--- config.mk ---
export PLATFORM = sky130hd
export DESIGN_NAME = ts_sync_lock
export DESIGN_NICKNAME = d
export VERILOG_FILES = /design/src/rtl/ts_sync_lock.sv
export SDC_FILE = /design/constraint.sdc
export NUM_CORES = 1
export LEC_CHECK = 0
export CELL_PAD_IN_SITES_DETAIL_PLACEMENT = 1
export CELL_PAD_IN_SITES_GLOBAL_PLACEMENT = 1
export CORE_UTILIZATION = 40
export CTS_CLUSTER_SIZE = 28
export DETAILED_ROUTE_END_ITERATION = 8
export PLACE_DENSITY = 0.83
export RECOVER_POWER = 25
export SLEW_MARGIN = 20
export SYNTH_ARGS = -nofsm -noshare
export SYNTH_HDL_FRONTEND = slang
export SYNTH_SLANG_ARGS = --single-unit
--- constraint.sdc ---
create_clock -name clk -period 2.75 [get_ports clk]
set_input_delay 0.55 -clock clk [delete_from_list [all_inputs] [get_ports clk]]
set_output_delay 0.55 -clock clk [all_outputs]
set_load 0.05 [all_outputs]
--- src/rtl/ts_sync_lock.sv ---
// N-channel MPEG-2 TS sync recovery: hunt / verify / locked with flywheel timing.
// Each channel runs its own state machine; outputs are registered one cycle behind the input byte.
module ts_sync_lock #(
    parameter int          NUM_CH     = 4,
    parameter int          PKT_LEN    = 188,
    parameter logic [7:0]  SYNC_BYTE  = 8'h47,
    parameter int          LOCK_COUNT = 3,
    parameter int          LOSS_COUNT = 3
) (
    input  logic                  clk,
    input  logic                  rst,
    input  logic [NUM_CH*8-1:0]   byte_in,
    input  logic [NUM_CH-1:0]     byte_valid,
    output logic [NUM_CH*8-1:0]   byte_out,
    output logic [NUM_CH-1:0]     valid_out,
    output logic [NUM_CH-1:0]     sop,
    output logic [NUM_CH-1:0]     locked,
    output logic [NUM_CH-1:0]     sync_err,
    output logic [NUM_CH-1:0]     lock_lost
);

    localparam int PW = $clog2(PKT_LEN);
    localparam int HW = $clog2(LOCK_COUNT + 1);

    typedef enum logic [1:0] {
        HUNT   = 2'd0,
        VERIFY = 2'd1,
        LOCKED = 2'd2
    } state_t;

    function automatic logic [PW-1:0] pos_wrap(input logic [PW-1:0] p);
        return (p == PW'(PKT_LEN - 1)) ? '0 : p + PW'(1);
    endfunction

    for (genvar c = 0; c < NUM_CH; c++) begin : g_ch
        state_t          state_p0, state_nxt;
        logic [PW-1:0]   pos_p0, pos_nxt;
        logic [HW-1:0]   hits_p0, hits_nxt, hits_inc;
        logic [3:0]      miss_p0, miss_nxt, miss_inc;
        logic [7:0]      b;
        logic            v;
        logic            sop_nxt, err_nxt, lost_nxt;
        logic [7:0]      byte_p1;
        logic            vld_p1, sop_p1, lk_p1, err_p1, lost_p1;

        assign b        = byte_in[8*c +: 8];
        assign v        = byte_valid[c];
        assign hits_inc = hits_p0 + HW'(1);
        assign miss_inc = miss_p0 + 4'd1;

        always_comb begin
            state_nxt = state_p0;
            pos_nxt   = pos_p0;
            hits_nxt  = hits_p0;
            miss_nxt  = miss_p0;
            sop_nxt   = 1'b0;
            err_nxt   = 1'b0;
            lost_nxt  = 1'b0;
            case (state_p0)
                HUNT: begin
                    if (v) begin
                        pos_nxt = pos_wrap(pos_p0);
                        if (b == SYNC_BYTE) begin
                            state_nxt = VERIFY;
                            pos_nxt   = PW'(1);
                            hits_nxt  = HW'(1);
                        end
                    end
                end
                VERIFY: begin
                    if (v) begin
                        pos_nxt = pos_wrap(pos_p0);
                        if (pos_p0 == '0) begin
                            if (b == SYNC_BYTE) begin
                                hits_nxt = hits_inc;
                                if (hits_inc == HW'(LOCK_COUNT)) begin
                                    state_nxt = LOCKED;
                                    miss_nxt  = '0;
                                    sop_nxt   = 1'b1;
                                end
                            end else begin
                                // The failing byte is not reconsidered as a fresh sync candidate
                                state_nxt = HUNT;
                            end
                        end
                    end
                end
                LOCKED: begin
                    if (v) begin
                        pos_nxt = pos_wrap(pos_p0);
                        if (pos_p0 == '0) begin
                            if (b == SYNC_BYTE) begin
                                sop_nxt  = 1'b1;
                                miss_nxt = '0;
                            end else begin
                                err_nxt  = 1'b1;
                                miss_nxt = miss_inc;
                                if (miss_inc == 4'(LOSS_COUNT)) begin
                                    state_nxt = HUNT;
                                    lost_nxt  = 1'b1;
                                end else begin
                                    // Flywheel: keep marking packet starts across a corrupted sync
                                    sop_nxt = 1'b1;
                                end
                            end
                        end
                    end
                end
                default: state_nxt = HUNT;
            endcase
        end

        // Stage p0 -> p1: state update and registered outputs
        always_ff @(posedge clk) begin
            if (rst) begin
                state_p0 <= HUNT;
                pos_p0   <= '0;
                hits_p0  <= '0;
                miss_p0  <= '0;
                byte_p1  <= '0;
                vld_p1   <= 1'b0;
                sop_p1   <= 1'b0;
                lk_p1    <= 1'b0;
                err_p1   <= 1'b0;
                lost_p1  <= 1'b0;
            end else begin
                state_p0 <= state_nxt;
                pos_p0   <= pos_nxt;
                hits_p0  <= hits_nxt;
                miss_p0  <= miss_nxt;
                byte_p1  <= v ? b : 8'h00;
                vld_p1   <= v;
                sop_p1   <= sop_nxt;
                lk_p1    <= (state_nxt == LOCKED);
                err_p1   <= err_nxt;
                lost_p1  <= lost_nxt;
            end
        end

        assign byte_out[8*c +: 8] = byte_p1;
        assign valid_out[c]       = vld_p1;
        assign sop[c]             = sop_p1;
        assign locked[c]          = lk_p1;
        assign sync_err[c]        = err_p1;
        assign lock_lost[c]       = lost_p1;
    end

endmodule

== Yosys cells after proc, flatten, opt, wreduce, memory -nomap -nowiden ==
Index checks and enable logic that the tools add are counted.
Storage, ports and cells
  bits in registers: 116
  output and inout port bits: 52
Operators by class
  $add $sub $neg: 12
  eq/ne operators: 64
  multiplexer cells: 164
  bitwise gates (word level): 12
  reduce and logical (&&, ||, !) cells: 48
Operator list (number)
  $mux 8: 16
  $mux 2: 60
  $mux 4: 28
  $ne 2x2->1 const B: 32
  $pmux 8 s2: 4
  $mux 1: 40
  $add 8x1->8 const B: 4
  $eq 8x7->1 const B: 4
  $eq 8x8->1 const B: 4
  $logic_not 8->1: 4
  $pmux 4 s2: 4
  $reduce_and 7->1: 4
  $eq 2x2->1 const B: 12
  $pmux 2 s3: 4
  $reduce_and 6->1: 4
  $reduce_bool 2->1: 12
  $reduce_or 5->1: 4
  $add 4x1->4 const B: 4
  $eq 4x2->1 const B: 4
  $pmux 2 s2: 4
  $reduce_or 2->1: 8
  $reduce_or 4->1: 4
  $not 1->1: 12
  $reduce_and 3->1: 4
  5 further kinds: 20

== Depth between registers and ports, before layout ==
Gate-level depths: netlist of run 1.
  depth in word-level cells: 8
  gate-level depth with buffers: 8
  mapped depth without buffers: 8

== Least setup slack after synthesis of run 1 ==
Ideal clock, no wire load.
  path type: register to register
  start point: register g_ch[1].pos_p0[0]
  end point: register g_ch[1].lk_p1
  library setup time: 0.115 ns
  arrival time: 2.124 ns
  required time: 2.635 ns
  setup slack: 0.511 ns
  stages on the path, launching flop included: 9
  path buffers: 0
  period minus slack after synthesis: 2.239 ns
  cell sequence: dfxtp_1 -> inv_1 -> ha_1 -> or4b_4 -> or4_4 -> or3_1 -> nand3_2 -> a221oi_2 -> and2_1
On the way
  longest elaborated chain between the ends: 5
  elaborated cells on any way between the ends: 7
  those cells by class: eq/ne: 1; mux: 5; reduce/logical: 1
RTL lines
  from (decl): RTL line 37  | logic [PW-1:0] pos_p0, pos_nxt;
  from (signal assigned): RTL line 128  | pos_p0 <= pos_nxt;
  $logic_not 8->1 (*): RTL line 73, 91
  $mux 2, on equally long branches: RTL line 91, 73
  $mux 2, on equally long branches: RTL line 89, 71
  $pmux 2 s3 (*): RTL line 59  | case (state_p0)
  $eq 2x2->1 (*): RTL line 134  | lk_p1 <= (state_nxt == LOCKED);
  to (signal assigned): RTL line 134
  to (decl): RTL line 44  | logic vld_p1, sop_p1, lk_p1, err_p1, lost_p1;
Every way passes the cells marked *; elsewhere a longest branch is shown, timed or not.
A chain may end at the register's enable or synchronous reset.

== Worst setup path in the final report of run 1 ==
  start point: input port byte_valid[2]
  end point: register g_ch[2].miss_p0[0]
On the way
  longest elaborated chain between the ends: 2
  elaborated cells on any way between the ends: 3
  those cells by class: eq/ne: 2; reduce/logical: 1
RTL lines
  from (decl): RTL line 13  | input logic [NUM_CH-1:0] byte_valid,
  $ne 2x2->1 (no source line)
  $reduce_and 7->1 (no source line) (*)
  to (signal assigned): RTL line 130  | miss_p0 <= miss_nxt;
  to (decl): RTL line 39  | logic [3:0] miss_p0, miss_nxt, miss_inc;
Marked as above.

==> impl_metrics.ini, run 1 <==
[min_path]
worstHoldPathCells = 2
hold_path_class = in2reg
hold_end = g_ch[3].miss_p0[0]$_SDFFE_PP0P_
hold_start = rst

[global_routing]
grt_pass1_vias = 5166
grt_max_degree = 21
grt_usage = 0.214
overflow = 0
antenna_found_initial = 0
grt_pass1_wl_um = 24700

[synth]
ys_types = 60
ys_ff_latch = 116
synthCells = 644
synth.area.top_cells = dfxtp_1, ha_1, nor2_1
synth-seq-area-share = 0.414
synth_common_cells = dfxtp_1, nor2_1, and2_1, nand2_1
synth_warnings = 0
yosysMostFrequentCell = dfxtp_1
synth_nets = 718
synth_largest_area_cell = dfxtp_1
syn_avg_cell_area_um2 = 8.72
async_flop_share = 0
ys.flop_type = dfxtp_1
synth_top_area_frac = 0.414
synth_edf_count = 0
syn_area_um2 = 5620

[worst_setup_path]
rrSetupSlack_ns = 0.35
r2r_cells = 8
crit_fanout = 4
worstSetupStartpointType = primary input
cp_slowest_cell = dlygate4sd3_1
reg2reg_to = g_ch[1].lk_p1$_SDFF_PP0_
setup.worst_path.end_class = flip-flop
critPathArrivalTime_ns = 2.79
path_cells = dlygate4sd3_1 -> nor4b_1 -> and4b_1 -> nand2_1 -> nor3b_1 -> mux2i_1 -> nor2_1
crit_type = in2reg
crit_start = byte_valid[2]
crit_required_ns = 3.09
r2r_start = g_ch[1].pos_p0[0]$_SDFFE_PP0P_
max_stage_delay_ns = 0.55

[finish]
syn_to_final_growth_pct = 28.0
fin_nets = 811
num_antenna_cells = 0
fin_cells = 924
drive_above_1_share = 0.0695

[drt]
drt-pass1-iter-count = 4
via_per_inst = 5.33
drt_iter0_markers = 227
route.layer.met1.wl_um = 6350
vias = 4927
drc = 0
top_layer_used = met4
wl_met3_um = 422
wl_met2_um = 8070
totalWireLength_um = 15000
ant_nets = 0
wire_per_inst_um = 16.3

[timing]
rsz0062_at_grt = false
finClkSkew_ns = 0.00675
report.final.setup_viol = 0
whs_ns = 0.418
hold_viol = 0
post-route-period-util = 0.890
worst_pin_slew_ns = 0.671
max_freq_ghz = 0.408
drv_slew = 0
post-route-min-period_ns = 2.45
max-slew-margin-rel = 0.552
fin_tns_setup_ns = 0

[clocking]
clock_path_buffers = 2
clock_sinks = 116
cts_resized = 0
clock_latency_ns = 0.41
cts_tree = built
clkSlewWorstSetupHoldPaths_ns = 0.05
h-tree-depth = 4
cts_setup_buffers = 0
numCtsBuffers = 17
cts_root_buffer = clkbuf_16
cts_hold_buf = 0

[floorplan]
start_util = 0.417
io_pins = 90
die_width_um = 120
die_h_um = 120
fp-row-count = 42
dieArea_um2 = 14500
core-area_um2 = 13500

[placement]
hpwl_um = 10600
io_buffers = 89
placed_cells = 894
gp_congestion = 0.888

[outcome]
status = finished clean

[pwr]
p_leak_uw = 0.00267
vdd_drop_max_mv = 0.400
power.total_uw = 4190
power_density_nw_per_um2 = 584

[run]
maxCapViolations = 0
==> sequential cells by signal (all words and copies together) (netlist names) <==
signal,count
g_ch.hits_p0,8
g_ch.vld_p1,4
g_ch.lost_p1,4
g_ch.byte_p1,32
g_ch.pos_p0,32
g_ch.state_p0,8
g_ch.lk_p1,4
g_ch.err_p1,4
g_ch.sop_p1,4
g_ch.miss_p0,16
==> worst max path at each step <==
stage                                                 end  depth (start not counted)
final                     g_ch[2].miss_p0[0]$_SDFFE_PP0P_                          7
after global placement    g_ch[0].hits_p0[1]$_SDFFE_PP0P_                          5
after global routing      g_ch[2].miss_p0[2]$_SDFFE_PP0P_                          7
after floorplan                  g_ch[1].lk_p1$_SDFF_PP0_                          8
after detailed placement  g_ch[3].miss_p0[1]$_SDFFE_PP0P_                          8
after CTS                        g_ch[1].lk_p1$_SDFF_PP0_                          8
==> per-layer routing <==
layer,global-route usage,up-vias
li1,-,2411
met1,0.233,2435
met2,0.404,61
met3,0.0533,20
met4,0.0664,0
met5,0,-
==> cell type report <==
cell class              instances  area, um2
clock inverters                 5       75.1
repair buffers                111       1010
fillers                      1616       6270
well taps                     176        220
inverters                      36        135
flip-flops and latches        116       2320
clock buffers                  25        485
multi-input cells             455       2940
==> critical path, delay by kind of cell <==
kind                   cells  cell delay [ns]
buffers and inverters      1             0.55
multiplexers               1             0.18
AND/OR/NAND/NOR            5             1.52
==> metrics by stage <==
stage | setup WS (ns) | utilization | area (um2)
final | 0.302 | 0.534 | 7190
after global routing | 0.217 | 0.534 | 7190
after CTS | 0.347 | 0.537 | 7220
after detailed placement | 0.0712 | 0.495 | 6660
after global placement | 0.189 | 0.495 | 6660
after floorplan | 0.511 | - | 5620
==> kinds of logic after synthesis <==
| family | Yosys count | share of synthesized area |
|---|---|---|
| simple gates | 273 | 0.262 |
| compound gates | 116 | 0.132 |
| fa+ha+maj | 36 | 0.0802 |
| buf+inv | 73 | 0.0637 |
| mux | 6 | 0.0107 |
| flops | 116 | 0.414 |
| xor+xnor | 24 | 0.0374 |
==> where the power goes <==
group          total, uW  switching, uW  leakage (uW)  internal [uW]
clock network       2120            731      0.000277           1390
registers           1730           17.3      0.000942           1720
logic                343            204       0.00145            139
total               4190            952       0.00267           3240
==> cells in the final DEF, fill, tap and decap left out, types with 12 or more instances in the layout <==
cell,synthesis,layout
clkbuf_16,0,17
nand3_1,22,22
nor2_1,75,75
clkbuf_1,14,15
o21ai_0,28,28
and2_1,39,20
dfxtp_1,116,116
a21oi_1,34,34
clkdlybuf4s50_1,0,84
buf_4,22,12
inv_1,36,36
ha_1,36,36
nand2_1,37,37
nand4_1,13,13
nand2b_1,13,13
xor2_1,20,20
and2_0,0,19
(Power assumes the default switching activity.)
==> run 2, diff against run 1 <==
MAX_ROUTING_LAYER = met4   (was not set)
==> impl_metrics.ini, run 2 (synthesis gave the netlist of run 1 again) <==
[outcome]
status = finished clean

[worst_setup_path]
r2r_start = g_ch[1].pos_p0[0]$_SDFFE_PP0P_
r2r_cells = 8
worstSetupStartpointType = flip-flop
crit_type = reg2reg
setup.worst_path.end_class = flip-flop
crit_fanout = 5
rrSetupSlack_ns = 0.34
crit_required_ns = 3.06
critPathArrivalTime_ns = 2.73
reg2reg_to = g_ch[1].lk_p1$_SDFF_PP0_

[min_path]
hold_path_class = in2reg
hold_end = g_ch[3].state_p0[0]$_SDFF_PP0_
worstHoldPathCells = 2
hold_start = rst

[drt]
totalWireLength_um = 15300
via_per_inst = 5.33
drt-pass1-iter-count = 4
drc = 0
wire_per_inst_um = 16.5
drt_iter0_markers = 210
vias = 4929
ant_nets = 0

[clocking]
clock_latency_ns = 0.42
clkSlewWorstSetupHoldPaths_ns = 0.05
clock_path_buffers = 2
clock_sinks = 116
cts_setup_buffers = 0
cts_tree = built
numCtsBuffers = 17
h-tree-depth = 4
cts_hold_buf = 0
cts_resized = 0
cts_root_buffer = clkbuf_16

[timing]
max_freq_ghz = 0.414
worst_slack_ns = 0.337
report.final.setup_viol = 0
drv_slew = 0
fin_tns_setup_ns = 0
post-route-min-period_ns = 2.41
whs_ns = 0.388
finClkSkew_ns = 0.00717
hold_viol = 0
worst_pin_slew_ns = 0.622
post-route-period-util = 0.877
rsz0062_at_grt = false
max-slew-margin-rel = 0.585

[finish]
final_cell_mix = dfxtp_1, clkdlybuf4s50_1, nor2_1
design_area_um2 = 7260
final.fill_count = 1563
layout_commonest_cell = dfxtp_1
syn_to_final_growth_pct = 29.3
fin_nets = 810
reg.largest.list = g_ch.byte_p1 x32, g_ch.pos_p0 x32, g_ch.miss_p0 x16
drive_above_1_share = 0.0774
num_antenna_cells = 0

[global_routing]
grtUsageMet3 = 0.0561
antenna_found_initial = 0
grt_pass1_wl_um = 25100
met1_usage = 0.236
grt_usage = 0.226
overflow = 0
busiest_layer = met2
grt_max_degree = 20
grt_pass1_vias = 5222
globalRouteMet2Util = 0.408

[floorplan]
io_pins = 90
die_h_um = 120
fp-row-count = 42
dieArea_um2 = 14500
start_util = 0.417
core-area_um2 = 13500
die_width_um = 120

[placement]
placed_area_um2 = 6660
gp_congestion = 0.912
pre_cts_slack_ns = 0.101
hpwl_um = 10500
io_buffers = 89

[pwr]
power_density_nw_per_um2 = 613
p_leak_uw = 0.00269
vdd_drop_max_mv = 0.396

[run]
maxCapViolations = 0
-- run 2: cell count changes in the layout (fill, tap and decap cells not counted) --
| cell | delta |
|---|---|
| clkbuf_1 | -5 |
| clkinv_4 | +3 |
| clkinv_2 | -1 |
| clkinvlp_4 | +3 |
| bufinv_16 | +2 |
| clkbuf_8 | -1 |
-- run 2: worst max-delay path by stage --
stage	from	endpoint
final	g_ch[1].pos_p0[0]$_SDFFE_PP0P_	g_ch[1].lk_p1$_SDFF_PP0_
after global routing	byte_valid[2]	g_ch[2].miss_p0[2]$_SDFFE_PP0P_
after CTS	g_ch[1].pos_p0[0]$_SDFFE_PP0P_	g_ch[1].lk_p1$_SDFF_PP0_
after detailed placement	byte_in[25]	g_ch[3].miss_p0[1]$_SDFFE_PP0P_
after global placement	byte_in[23]	g_ch[2].miss_p0[1]$_SDFFE_PP0P_
after floorplan	g_ch[1].pos_p0[0]$_SDFFE_PP0P_	g_ch[1].lk_p1$_SDFF_PP0_
-- run 2: power breakdown --
| part | total (uW) | internal (uW) | switching, uW | leakage, uW |
|---|---|---|---|---|
| combinational | 345 | 140 | 206 | 0.00145 |
| sequential | 1730 | 1710 | 17.1 | 0.000942 |
| clock | 2370 | 1560 | 812 | 0.000302 |
| total | 4450 | 3420 | 1030 | 0.00269 |
-- run 2: layer usage --
metal / vias up / routed length (um)
li1: 2415 / -
met1: 2433 / 6440
met2: 54 / 8210
met3: 27 / 373
met4: 0 / 279
met5: - / 0
-- run 2: stage by stage --
stage | utilization | power [uW] | cells
finish | 0.540 | 4450 | 925
floorplan | - | 1960 | 644
detailed placement | 0.495 | 2120 | 893
global route | 0.540 | 4590 | 925
CTS | 0.542 | 4510 | 925
global placement | 0.495 | 2100 | 893
-- run 2: final cells by class --
class	count	area [um2]	area share
Multi-Input combinational cell	455	2940	0.404
Sequential cell	116	2320	0.320
Timing Repair Buffer	110	1010	0.139
Clock buffer	20	457	0.0629
Tap cell	176	220	0.0303
Clock inverter	12	179	0.0247
Inverter	36	135	0.0186
-- run 2: worst max-delay path: stages (launching register included) --
cell and delay [ns]:
dfxtp_1 0.33, inv_1 0.06, ha_1 0.16, or4b_4 0.49, or4_4 0.54, or3_1 0.38, nand3_2 0.09, a221oi_2 0.06
and2_1 0.18
==> run 3, diff against run 2 <==
REMOVE_ABC_BUFFERS = 1   (was not set)
==> impl_metrics.ini, run 3 (synthesis gave the netlist of run 1 again) <==
[finish]
num_antenna_cells = 0
fin_cells = 920
layout_commonest_cell = dfxtp_1
fin_nets = 808
multi_input_area_um2 = 2940
final_cell_mix = dfxtp_1, clkdlybuf4s50_1, nor2_1
syn_to_final_growth_pct = 27.6
reg.largest.list = g_ch.byte_p1 x32, g_ch.pos_p0 x32, g_ch.miss_p0 x16
final.fill_count = 1590
regArea_um2 = 2320
drive_above_1_share = 0.0712

[global_routing]
grt_pass1_wl_um = 24900
overflow = 0
grt_pass1_vias = 5275
grt_max_degree = 17
antenna_found_initial = 0
grt_usage = 0.221

[floorplan]
core-area_um2 = 13500
dieArea_um2 = 14500
fp-row-count = 42
start_util = 0.417
io_pins = 90
die_width_um = 120
die_h_um = 120

[drt]
wire_per_inst_um = 15.8
ant_nets = 0
totalWireLength_um = 14500
drc = 0
drt_iter0_markers = 220
drt-pass1-iter-count = 4
vias = 4895
via_per_inst = 5.32

[worst_setup_path]
crit_fanout = 6
crit_type = in2reg
crit_required_ns = 3.10
setup.worst_path.end_class = flip-flop
worstSetupStartpointType = primary input
critPathArrivalTime_ns = 2.81

[pwr]
power_density_nw_per_um2 = 578
vdd_drop_max_mv = 0.377
switchingPower_uw = 951
power.internal_uw = 3190
p_leak_uw = 0.00266
p_comb_frac = 0.083
p_seq_frac = 0.418
swShare = 0.230
clkPwrFrac = 0.498

[clocking]
clkSlewWorstSetupHoldPaths_ns = 0.05
cts_tree = built
cts_root_buffer = clkbuf_16
clock_sinks = 116
clock_latency_ns = 0.42
cts_setup_buffers = 0
clock_path_buffers = 2
h-tree-depth = 4
cts_hold_buf = 0
numCtsBuffers = 17
cts_resized = 0

[run]
maxCapViolations = 0

[placement]
gp_congestion = 0.851
io_buffers = 89
hpwl_um = 10300
placed_cells = 891

[timing]
drv_slew = 0
rsz0062_at_grt = false
fin_tns_setup_ns = 0
post-route-min-period_ns = 2.46
post-route-period-util = 0.896
worst_pin_slew_ns = 0.626
report.final.setup_viol = 0
max-slew-margin-rel = 0.582
max_freq_ghz = 0.406
hold_viol = 0
finClkSkew_ns = 0.00806

[outcome]
status = finished clean

[min_path]
hold_path_class = reg2reg
[run 3: metal layers]
layer | up-vias | GRT usage | share of wire
li1 | 2414 | - | -
met4 | 0 | 0.0849 | 0.016
met5 | - | - | 0
met2 | 88 | 0.388 | 0.52
met3 | 18 | 0.0491 | 0.032
met1 | 2375 | 0.243 | 0.43
[run 3: path summary, 6_finish.rpt]
path / depth (start not counted) / slack [ns] / start / endpoint
setup / recovery: 6 / 0.29 / byte_valid[2] / g_ch[2].lk_p1$_SDFF_PP0_
hold reg to reg: 1 / 0.47 / g_ch[2].hits_p0[0]$_SDFFE_PP0P_ / g_ch[2].hits_p0[0]$_SDFFE_PP0P_
setup reg to reg: 8 / 0.34 / g_ch[1].pos_p0[0]$_SDFFE_PP0P_ / g_ch[1].lk_p1$_SDFF_PP0_
hold / removal: 1 / 0.47 / g_ch[2].hits_p0[0]$_SDFFE_PP0P_ / g_ch[2].hits_p0[0]$_SDFFE_PP0P_
[run 3: power by group through the flow]
| stage | combinational [uW] | clock, uW | sequential (uW) |
|---|---|---|---|
| 3_5_place_dp | 349 | 0 | 1770 |
| 3_3_place_gp | 337 | 0 | 1760 |
| 4_1_cts | 355 | 2110 | 1730 |
| 2_1_floorplan | 105 | 0 | 1840 |
| 6_report | 346 | 2070 | 1730 |
| 5_1_grt | 372 | 2200 | 1730 |
[run 3: area by class of cell]
cell class	count	share of cell area
multi-input combinational	455	0.410
sequential	116	0.324
timing repair buffer	108	0.140
clock buffer	24	0.0700
tap	176	0.0307
inverter	36	0.0189
clock inverter	5	0.00698
[run 3: critical path, cell delays in order]
cell and delay [ns]:
dlygate4sd3_1 0.66, nor4b_1 0.37, and4b_1 0.34, a41oi_1 0.15, a2111oi_0 0.54, nor2b_1 0.20
[run 3: stage by stage]
stage,hold WS (ns),total power [uW],utilization,area (um2),setup slack [ns]
2_1_floorplan,0.432,1950,-,5390,0.203
3_3_place_gp,0.450,2100,0.494,6640,0.113
3_5_place_dp,0.465,2120,0.494,6640,0.0635
4_1_cts,0.476,4200,0.535,7190,0.340
5_1_grt,0.504,4310,0.533,7170,0.0766
6_report,0.471,4140,0.533,7170,0.286
==> RTL edit, RTL diff (settings of run 3) <==
Register the output `valid_out` once more; this adds one clock of latency there. The other outputs are not delayed to match.
--- a/src/rtl/ts_sync_lock.sv
+++ b/src/rtl/ts_sync_lock.sv
@@ -28,4 +28,6 @@
         LOCKED = 2'd2
     } state_t;
+
+    logic [NUM_CH-1:0] valid_d;
 
     function automatic logic [PW-1:0] pos_wrap(input logic [PW-1:0] p);
@@ -139,5 +141,5 @@
 
         assign byte_out[8*c +: 8] = byte_p1;
-        assign valid_out[c]       = vld_p1;
+        assign valid_d[c]       = vld_p1;
         assign sop[c]             = sop_p1;
         assign locked[c]          = lk_p1;
@@ -146,4 +148,8 @@
     end
 
+    always_ff @(posedge clk) begin
+        valid_out <= valid_d;
+    end
+
 endmodule
 
Formal check against the unedited RTL: not equivalent (a bounded check fails within 4 cycles, from zero or initial values and one cycle with rst high).
==> RTL edit against run 3 <==
Setup slack improved by 0.081 ns. Power rose by 4.3%. Routed wire length rose by 1.8%. First-iteration DRC count rose by 28%. Count of clock-buffer cells in the layout fell by 1. Clock skew rose by 0.0035 ns. Critical path depth rose by 2. Synthesized area rose by 1.8%. Cell count fell by 0.87%. Sequential cell count rose by 4. Design area rose by 1.6%. Critical path type unchanged. Critical endpoint unchanged. Largest cell class unchanged.
==> RTL edit: results (changes against run 3) <==
| Metric | Value |
|---|---|
| HPWL after detailed placement | 10480 µm (was 10340 µm) |
| Initial antenna violation count | 0 (unchanged) |
| # fillers | 1579 (was 1590) |
| Peak supply drop | 0.4104 mV (was 0.3768 mV) |
| Number of global-route vias before repair | 5037 (was 5275) |
| H-Tree Depth | 4 (unchanged) |
| PwrDens | 594.1 nW/µm² (was 578.2 nW/µm²) |
| Async S/R FF share, synth | 0% (unchanged) |
| Worst min path class | reg2reg (unchanged) |
| Crit path DAT | 2.70 ns (was 2.81 ns) |
| Worst r2r src | g_ch[1].miss_p0[0] (was g_ch[1].pos_p0[0]) |
| Hold Path Depth | 0 (was 1) |
| Synth top area cells | dfxtp_1, ha_1, nor2_1 (unchanged) |
| Worst Hold Path EP | valid_out[0] (was g_ch[2].hits_p0[0]) |
| Total wire length | 14800 µm (was 14540 µm) |
| Reg2reg end | g_ch[1].lk_p1 (unchanged) |
| Number of max-cap violations | 0 (unchanged) |
| DR iter-0 viols | 281 (was 220) |
| Switching fraction of total power | 23.02% (was 22.95%) |
| Biggest regs | g_ch.byte_p1 (32), g_ch.pos_p0 (32), g_ch.miss_p0 (16) (unchanged) |
| Commonest cells post-synth | dfxtp_1, nor2_1, a21oi_1, ha_1, and2_1 (was dfxtp_1, nor2_1, and2_1, nand2_1) |
| Layout Skew | 0.01156 ns (was 0.008059 ns) |
| First-pass GRT wire length | 24420 µm (was 24890 µm) |
| Total gr overflow | 0 (unchanged) |
| Worst skew pair latency | 0.42 ns (about the same) |
| Global Route Usage Sum | 21.77% (was 22.09%) |
| Total CTS buffers | 17 (unchanged) |
| Max Fanout on Critical Path | 11 (was 6) |
| DR pass1 iterations | 4 (unchanged) |
| Status | finished, final reports clean (unchanged) |
| Yosys warning total | 0 (unchanged) |
| CTS max path bufs | 2 (unchanged) |
| Clock Tree Root | clkbuf_16 (unchanged) |
| Fraction of layout cells with a size suffix above 1 | 7.514% (was 7.124%) |
| Nets | 794 (was 808) |
| Final Wtd Congestion | 0.8157 (was 0.8513) |
| R2r setup slk | 0.60 ns (was 0.34 ns) |
| Min-delay src | g_ch[0].vld_p1 (was g_ch[2].hits_p0[0]) |
| Worst-margin pin slew | 0.8347 ns (was 0.6263 ns) |
| Post_cts resized | 0 (unchanged) |
| Diode count | 0 (unchanged) |
| Yosys cell types | 60 (unchanged) |
| Sequential area share after synthesis | 42.03% (was 41.35%) |
| Worst R2R Path Depth | 8 (unchanged) |
| Post-CTS setup buffer count | 0 (unchanged) |
| Largest net degree at the start of global routing | 19 (was 17) |
| LEAKAGE | 2.727 nW (was 2.664 nW) |
| Worst-path clk slew | 0.05 ns (about the same) |
| Count of input and output buffers | 89 (unchanged) |
| DR vias/cell | 5.264 (was 5.321) |
-- RTL edit: cell type report --
cell class                 count  area [µm²]  area share, %
multi-input combinational    446        2978          40.91
sequential                   120        2402          33.01
timing repair buffer         101       962.2          13.22
clock buffer                  23       488.0          6.704
tap                          180       225.2          3.094
inverter                      34       127.6          1.753
clock inverter                 8       95.09          1.307
-- RTL edit: logic make-up (layout without fill, tap and decap cells) --
logic type,Yosys count,in the layout,synth area share (%)
simple gates,258,258,25.18
flops,120,120,42.03
mux,10,10,1.751
xor+xnor,26,26,3.984
compound gates,116,116,13.31
fa+ha+maj,36,36,7.881
buf+inv,68,166,5.867
-- RTL edit: worst max-delay path by stage --
| stage | startpoint | to | slack (ns) | cells after the start |
|---|---|---|---|---|
| floorplan | byte_in[19] | g_ch[2].lk_p1 | 0.55 | 6 |
| global placement | byte_in[5] | g_ch[0].state_p0[0] | 0.23 | 7 |
| detailed placement | byte_in[4] | g_ch[0].hits_p0[0] | 0.08 | 6 |
| CTS | byte_in[4] | g_ch[0].hits_p0[0] | 0.51 | 6 |
| global route | byte_in[19] | g_ch[2].lk_p1 | 0.20 | 8 |
| finish | byte_in[19] | g_ch[2].lk_p1 | 0.37 | 8 |
-- RTL edit: power by group through the flow --
stage                     Clock, mW  Combinational, mW  Sequential (mW)
after floorplan                   0              0.101             1.90
after global placement            0              0.335             1.83
after detailed placement          0              0.343             1.83
after CTS                      2.23              0.345             1.79
after global routing           2.31              0.366             1.80
final                          2.19              0.340             1.79
-- RTL edit: layer usage --
metal	GRT usage (%)	up-vias	wire, µm
met5	-	-	0
li1	-	2359	-
met2	38.64	98	7751
met4	7.407	0	179
met1	23.76	2329	6367
met3	5.056	15	497
-- RTL edit: worst max-delay path, cell delays in order --
cell	delay, ns
clkdlybuf4s50_1	0.41
nand4b_1	0.19
nor4_2	0.22
clkbuf_1	0.40
or3_1	0.23
o21ai_0	0.10
a221oi_1	0.35
and2b_1	0.23
-- RTL edit: metrics by stage --
stage,util (%),std cells,hold slack (ns),worst slack [ns],instance area [µm²]
after global routing,52.23,912,0.3383,0.1958,7278
final,52.23,912,0.3254,0.3674,7278
after CTS,52.37,912,0.3276,0.5064,7297
after detailed placement,48.18,881,0.3172,0.08415,6714
after floorplan,-,600,0.3096,0.5513,5508
after global placement,48.18,881,0.3110,0.2259,6714
